`config.mk`:
```
export PLATFORM = sky130hd
export DESIGN_NAME = clock_monitor
export DESIGN_NICKNAME = d
export VERILOG_FILES = /design/src/rtl/clock_monitor.sv
export SDC_FILE = /design/constraint.sdc
export NUM_CORES = 1
export LEC_CHECK = 0
export ABC_AREA = 0
export CORE_MARGIN = 2
export CORE_UTILIZATION = 53
export DETAILED_ROUTE_END_ITERATION = 12
export HOLD_SLACK_MARGIN = 0.03
export PLACE_DENSITY = 0.81
export SYNTH_ARGS = -nofsm -noshare
export SYNTH_HDL_FRONTEND = slang
export SYNTH_SLANG_ARGS = --single-unit
```
`constraint.sdc`:
```
create_clock -name i_clock -period 2.9 [get_ports i_clock]
set_clock_uncertainty 0.15 [all_clocks]
set_input_delay 0.29 -clock i_clock [delete_from_list [all_inputs] [get_ports i_clock]]
set_output_delay 0.29 -clock i_clock [all_outputs]
set_load 0.05 [all_outputs]
```
`src/rtl/clock_monitor.sv`:
```
// clock_monitor: measures period and high time of an asynchronous clock in system cycles and flags stalls.
// High-time measurement is built only when CLOCK_MONITOR_DUTY_EN is defined; otherwise o_high is tied to 0.
module clock_monitor #(
  parameter int WIDTH   = 16,
  parameter int TIMEOUT = 1000
) (
  input  logic             i_clock,
  input  logic             i_reset,
  input  logic             i_enable,
  input  logic             i_signal,
  output logic [WIDTH-1:0] o_period,
  output logic [WIDTH-1:0] o_high,
  output logic             o_valid,
  output logic             o_running,
  output logic             o_stalled
);

  localparam logic [WIDTH-1:0] CNT_MAX   = {WIDTH{1'b1}};
  localparam logic [WIDTH-1:0] CNT_ONE   = WIDTH'(1);
  localparam logic [WIDTH-1:0] TIMEOUT_W = WIDTH'(TIMEOUT);

  typedef enum logic [1:0] {
    IDLE,
    ARM,
    MEASURE,
    STALLED
  } state_t;

  logic             sync1_q;
  logic             sync2_q;
  logic             hist_q;
  logic             rise;
  logic             timed_out;

  state_t           state_q;
  logic [WIDTH-1:0] period_cnt_q;
  logic [WIDTH-1:0] period_cnt_d;
  logic [WIDTH-1:0] period_q;
  logic             valid_q;
  logic             running_q;
  logic             stalled_q;

  // Two-flop synchroniser followed by a history flop for edge detection.
  always_ff @(posedge i_clock or posedge i_reset) begin
    if (i_reset) begin
      sync1_q <= 1'b0;
      sync2_q <= 1'b0;
      hist_q  <= 1'b0;
    end else begin
      sync1_q <= i_signal;
      sync2_q <= sync1_q;
      hist_q  <= sync2_q;
    end
  end

  assign rise         = sync2_q & ~hist_q;
  assign period_cnt_d = (period_cnt_q == CNT_MAX) ? period_cnt_q : period_cnt_q + CNT_ONE;
  assign timed_out    = (period_cnt_q >= TIMEOUT_W);

  // The counter holds 1 in the cycle after a rise, so at the next rise it equals the edge distance.
  always_ff @(posedge i_clock or posedge i_reset) begin
    if (i_reset) begin
      state_q      <= IDLE;
      period_cnt_q <= '0;
      period_q     <= '0;
      valid_q      <= 1'b0;
      running_q    <= 1'b0;
      stalled_q    <= 1'b0;
    end else begin
      valid_q <= 1'b0;
      if (!i_enable) begin
        state_q      <= IDLE;
        period_cnt_q <= '0;
        running_q    <= 1'b0;
        stalled_q    <= 1'b0;
      end else begin
        case (state_q)
          IDLE: begin
            state_q      <= ARM;
            period_cnt_q <= CNT_ONE;
          end
          ARM: begin
            if (rise) begin
              state_q      <= MEASURE;
              period_cnt_q <= CNT_ONE;
            end else if (timed_out) begin
              state_q      <= STALLED;
              stalled_q    <= 1'b1;
              running_q    <= 1'b0;
              period_cnt_q <= period_cnt_d;
            end else begin
              period_cnt_q <= period_cnt_d;
            end
          end
          MEASURE: begin
            if (rise) begin
              valid_q      <= 1'b1;
              period_q     <= period_cnt_q;
              running_q    <= 1'b1;
              period_cnt_q <= CNT_ONE;
            end else if (timed_out) begin
              state_q      <= STALLED;
              stalled_q    <= 1'b1;
              running_q    <= 1'b0;
              period_cnt_q <= period_cnt_d;
            end else begin
              period_cnt_q <= period_cnt_d;
            end
          end
          STALLED: begin
            if (rise) begin
              state_q      <= MEASURE;
              stalled_q    <= 1'b0;
              period_cnt_q <= CNT_ONE;
            end else begin
              period_cnt_q <= period_cnt_d;
            end
          end
          default: begin
            state_q <= IDLE;
          end
        endcase
      end
    end
  end

  assign o_period  = period_q;
  assign o_valid   = valid_q;
  assign o_running = running_q;
  assign o_stalled = stalled_q;

`ifdef CLOCK_MONITOR_DUTY_EN
  logic             fall;
  logic             high_phase_q;
  logic [WIDTH-1:0] high_cnt_q;
  logic [WIDTH-1:0] high_cnt_d;
  logic [WIDTH-1:0] high_q;

  assign fall       = ~sync2_q & hist_q;
  assign high_cnt_d = (high_cnt_q == CNT_MAX) ? high_cnt_q : high_cnt_q + CNT_ONE;

  // High count freezes at the first fall and is reported alongside the period at the next rise.
  always_ff @(posedge i_clock or posedge i_reset) begin
    if (i_reset) begin
      high_phase_q <= 1'b0;
      high_cnt_q   <= '0;
      high_q       <= '0;
    end else if (!i_enable || state_q == IDLE) begin
      high_phase_q <= 1'b0;
      high_cnt_q   <= '0;
    end else if (rise) begin
      if (state_q == MEASURE) begin
        high_q <= high_cnt_q;
      end
      high_phase_q <= 1'b1;
      high_cnt_q   <= CNT_ONE;
    end else if (high_phase_q) begin
      if (fall) begin
        high_phase_q <= 1'b0;
      end else begin
        high_cnt_q <= high_cnt_d;
      end
    end
  end

  assign o_high = high_q;
`else
  assign o_high = '0;
`endif

endmodule

```
==> results.cfg <==
[cts]
max-clock-path-buffers = 2
cts_tree = built
cts.repair.resized = 0
cts-root-buf = clkbuf_8
cts_buffers = 5
cts_sinks = 40
cts_setup_buffers = 0
clk_pin_slew_ns = 0.08
htreeDepth = 2
hold_buffers = 0
worstSkewPairLatency_ns = 0.30

[pwr]
leakagePower_nw = 1.09
seqPwrFrac_pct = 54.7
p_switching_uw = 286
swShare_pct = 27.5
pwr-share-clk_pct = 34.4
intPower_uw = 755
ir_drop_mv = 0.306
combPwrFrac_pct = 10.9
p_per_area_nw_per_um2 = 432

[placement]
place_congestion = 0.903
dp_cells = 269
dp_hpwl_mm = 2.88
portBuffers = 22

[sta]
finalHoldViolCount = 0
setup_violations = 0
fin_crit_sh_pct = 71.7
tightest_slew_ns = 0.500
rsz0062_at_grt = no
min_period_ns = 2.08
finalMaxSlewViolations = 0
finalSetupTns_ns = 0
slew_headroom_pct = 66.6
fmax_ghz = 0.481

[logic_synthesis]
ys_seq_elements = 40
syn_inst = 201
ys_seq_area_share_pct = 47.6
synth_top_area_share_pct = 47.6
synth_ff_type = dfrtp_1
synthArstFlopShare_pct = 100
synth.area.top_cells = dfrtp_1 (48%), mux2_2 (5.9%), buf_4 (5.7%), ha_1 (3.6%), mux2i_1 (3.3%)
synth.avg_cell_area_sq_um = 10.5
synth.largest_area_cell = dfrtp_1
synth-edff-count = 0
synth-warning-count = 0
synth_area_sq_um = 2100
ys_types = 44

[setup_path]
startpoint_type = flip-flop
critPathMaxStageDelay_ns = 0.43
reg2reg_depth = 6
cp.depth = 6
critPathKind = reg -> reg
path_cells = inv_1 -> ha_1 -> nand2b_1 -> nor3_1 -> nand2_2 -> a211oi_1
r2r_start = state_q[1]$_DFFE_PP0P_
cp-end-kind = flip-flop
cp.required_ns = 2.96
path_buf_inv = 1
reg2reg_to = period_cnt_q[6]$_DFFE_PP0P_
crit_family = simple AND/OR/NAND/NOR gates
crit_path_top_delay_cell = dfrtp_1
crit_path_max_fanout = 7
worst-r2r-setup-slack_ns = 0.82
crit_arrival_ns = 2.14

[finish]
nNetsFinal = 238
final_common_cell = dfrtp_1
area_delta_synth_final_pct = 14.7
mostFrequentLayoutCells = dfrtp_1 (40), clkdlybuf4s50_1 (22), conb_1 (16)
stdcell_count = 277
drive_gt1_share_pct = 14.0
diodes = 0
final_util_pct = 64.4

[die]
fp.dieH_um = 67.0
io_pins = 39
num_rows = 22
initial_core_util_pct = 56.1
die_area_sq_um = 4490
core-area_sq_um = 3740
die_width_um = 67.0

[routing]
final_antenna_net_count = 0
routedWlPerCell_um = 14.3
finalWirelength_mm = 3.97
vias = 1514
drt-initial-drc-count = 95
dr.pass1.iters = 4
drc_errors = 0
via_per_inst = 5.47

[global_route]
grt_use_total_pct = 20.3
grt-ovfl-total = 0
grt_max_degree = 41
grt_pass1_wl_mm = 6.67
antenna_found_initial = 0
grt_pass1_vias = 1388

[min_path]
holdCritStartpoint = sync1_q$_DFF_PP0_
min_to = sync2_q$_DFF_PP0_
hp-class = reg -> reg
hold_depth = 0

[run_status]
status = completed

[flow_run]
cap_viol_max_count = 0
[synthesized netlist by cell type, types with 2 or more instances]
cell       instances
dfrtp_1           40
buf_4             16
nand2_1           14
nor2_1            14
inv_1             12
mux2_2            11
o21ai_0           11
mux2i_1            7
a21oi_1            6
ha_1               6
nor3_1             6
a31oi_1            5
nand3_1            5
or3_1              5
a211oi_1           3
nor2b_1            3
a2111oi_2          2
a21boi_0           2
clkbuf_1           2
nand2b_1           2
nand4_1            2
nor4_1             2
o211ai_1           2
o31ai_1            2
xnor2_1            2
[routing by layer]
metal | vias to the layer above | track usage, % | wire length [um]
met1 | 732 | 29.3 | 1880
met3 | 5 | 5.57 | 204
met2 | 51 | 29.5 | 1830
met4 | 0 | 6.63 | 56
li1 | 726 | - | -
met5 | - | 0 | 0
[power groups by stage]
| stage | clock [mW] | combinational, mW | sequential, mW |
|---|---|---|---|
| after floorplan | 0 | 0.107 | 0.581 |
| after global placement | 0 | 0.111 | 0.580 |
| after detailed placement | 0 | 0.112 | 0.581 |
| after CTS | 0.371 | 0.113 | 0.570 |
| after global routing | 0.397 | 0.125 | 0.571 |
| final | 0.359 | 0.113 | 0.570 |
[worst max-delay path by stage]
| stage | startpoint | endpoint | slack, ns |
|---|---|---|---|
| 6_report | state_q[1]$_DFFE_PP0P_ | period_cnt_q[6]$_DFFE_PP0P_ | 0.82 |
| 5_1_grt | state_q[1]$_DFFE_PP0P_ | period_cnt_q[4]$_DFFE_PP0P_ | 0.61 |
| 4_1_cts | state_q[1]$_DFFE_PP0P_ | period_cnt_q[6]$_DFFE_PP0P_ | 0.84 |
| 3_5_place_dp | i_enable | period_cnt_q[6]$_DFFE_PP0P_ | 0.74 |
| 3_3_place_gp | i_enable | period_cnt_q[4]$_DFFE_PP0P_ | 0.80 |
| 2_1_floorplan | state_q[0]$_DFFE_PP0P_ | period_cnt_q[13]$_DFFE_PP0P_ | 1.12 |
[through the flow]
stage / hold slack (ns) / cell area, sq um / setup slack [ns] / power, mW
4_1_cts: 0.202 / 2410 / 0.838 / 1.05
2_1_floorplan: 0.171 / 2160 / 1.12 / 0.689
3_3_place_gp: 0.184 / 2320 / 0.799 / 0.692
5_1_grt: 0.225 / 2410 / 0.610 / 1.09
6_report: 0.203 / 2410 / 0.820 / 1.04
3_5_place_dp: 0.185 / 2320 / 0.737 / 0.693
[registers in the layout (all words and copies together) (netlist names)]
name and flops:
o_valid 1, hist_q 1, o_stalled 1, state_q 2, o_period 16, period_cnt_q 16
sync1_q 1, sync2_q 1, o_running 1
[layout make-up]
type / instances / area, sq um
sequential: 40 / 1000
fill: 326 / 1330
inverter: 12 / 45.0
clock inverter: 3 / 18.8
clock buffer: 5 / 68.8
tap: 48 / 60.1
multi-input combinational: 144 / 975
timing repair buffer: 25 / 243
[kinds of logic after synthesis]
logic type	share of synthesized area (%)
AND/OR/NAND/NOR	17.3
flip-flops	47.6
AO/OA/AOI/OAI	12.2
buffers and inverters	8.69
multiplexers	9.23
adder cells (fa/ha/maj)	3.57
XOR/XNOR	1.25
other	0.178
No activity file was read; power rests on OpenSTA's default activity.
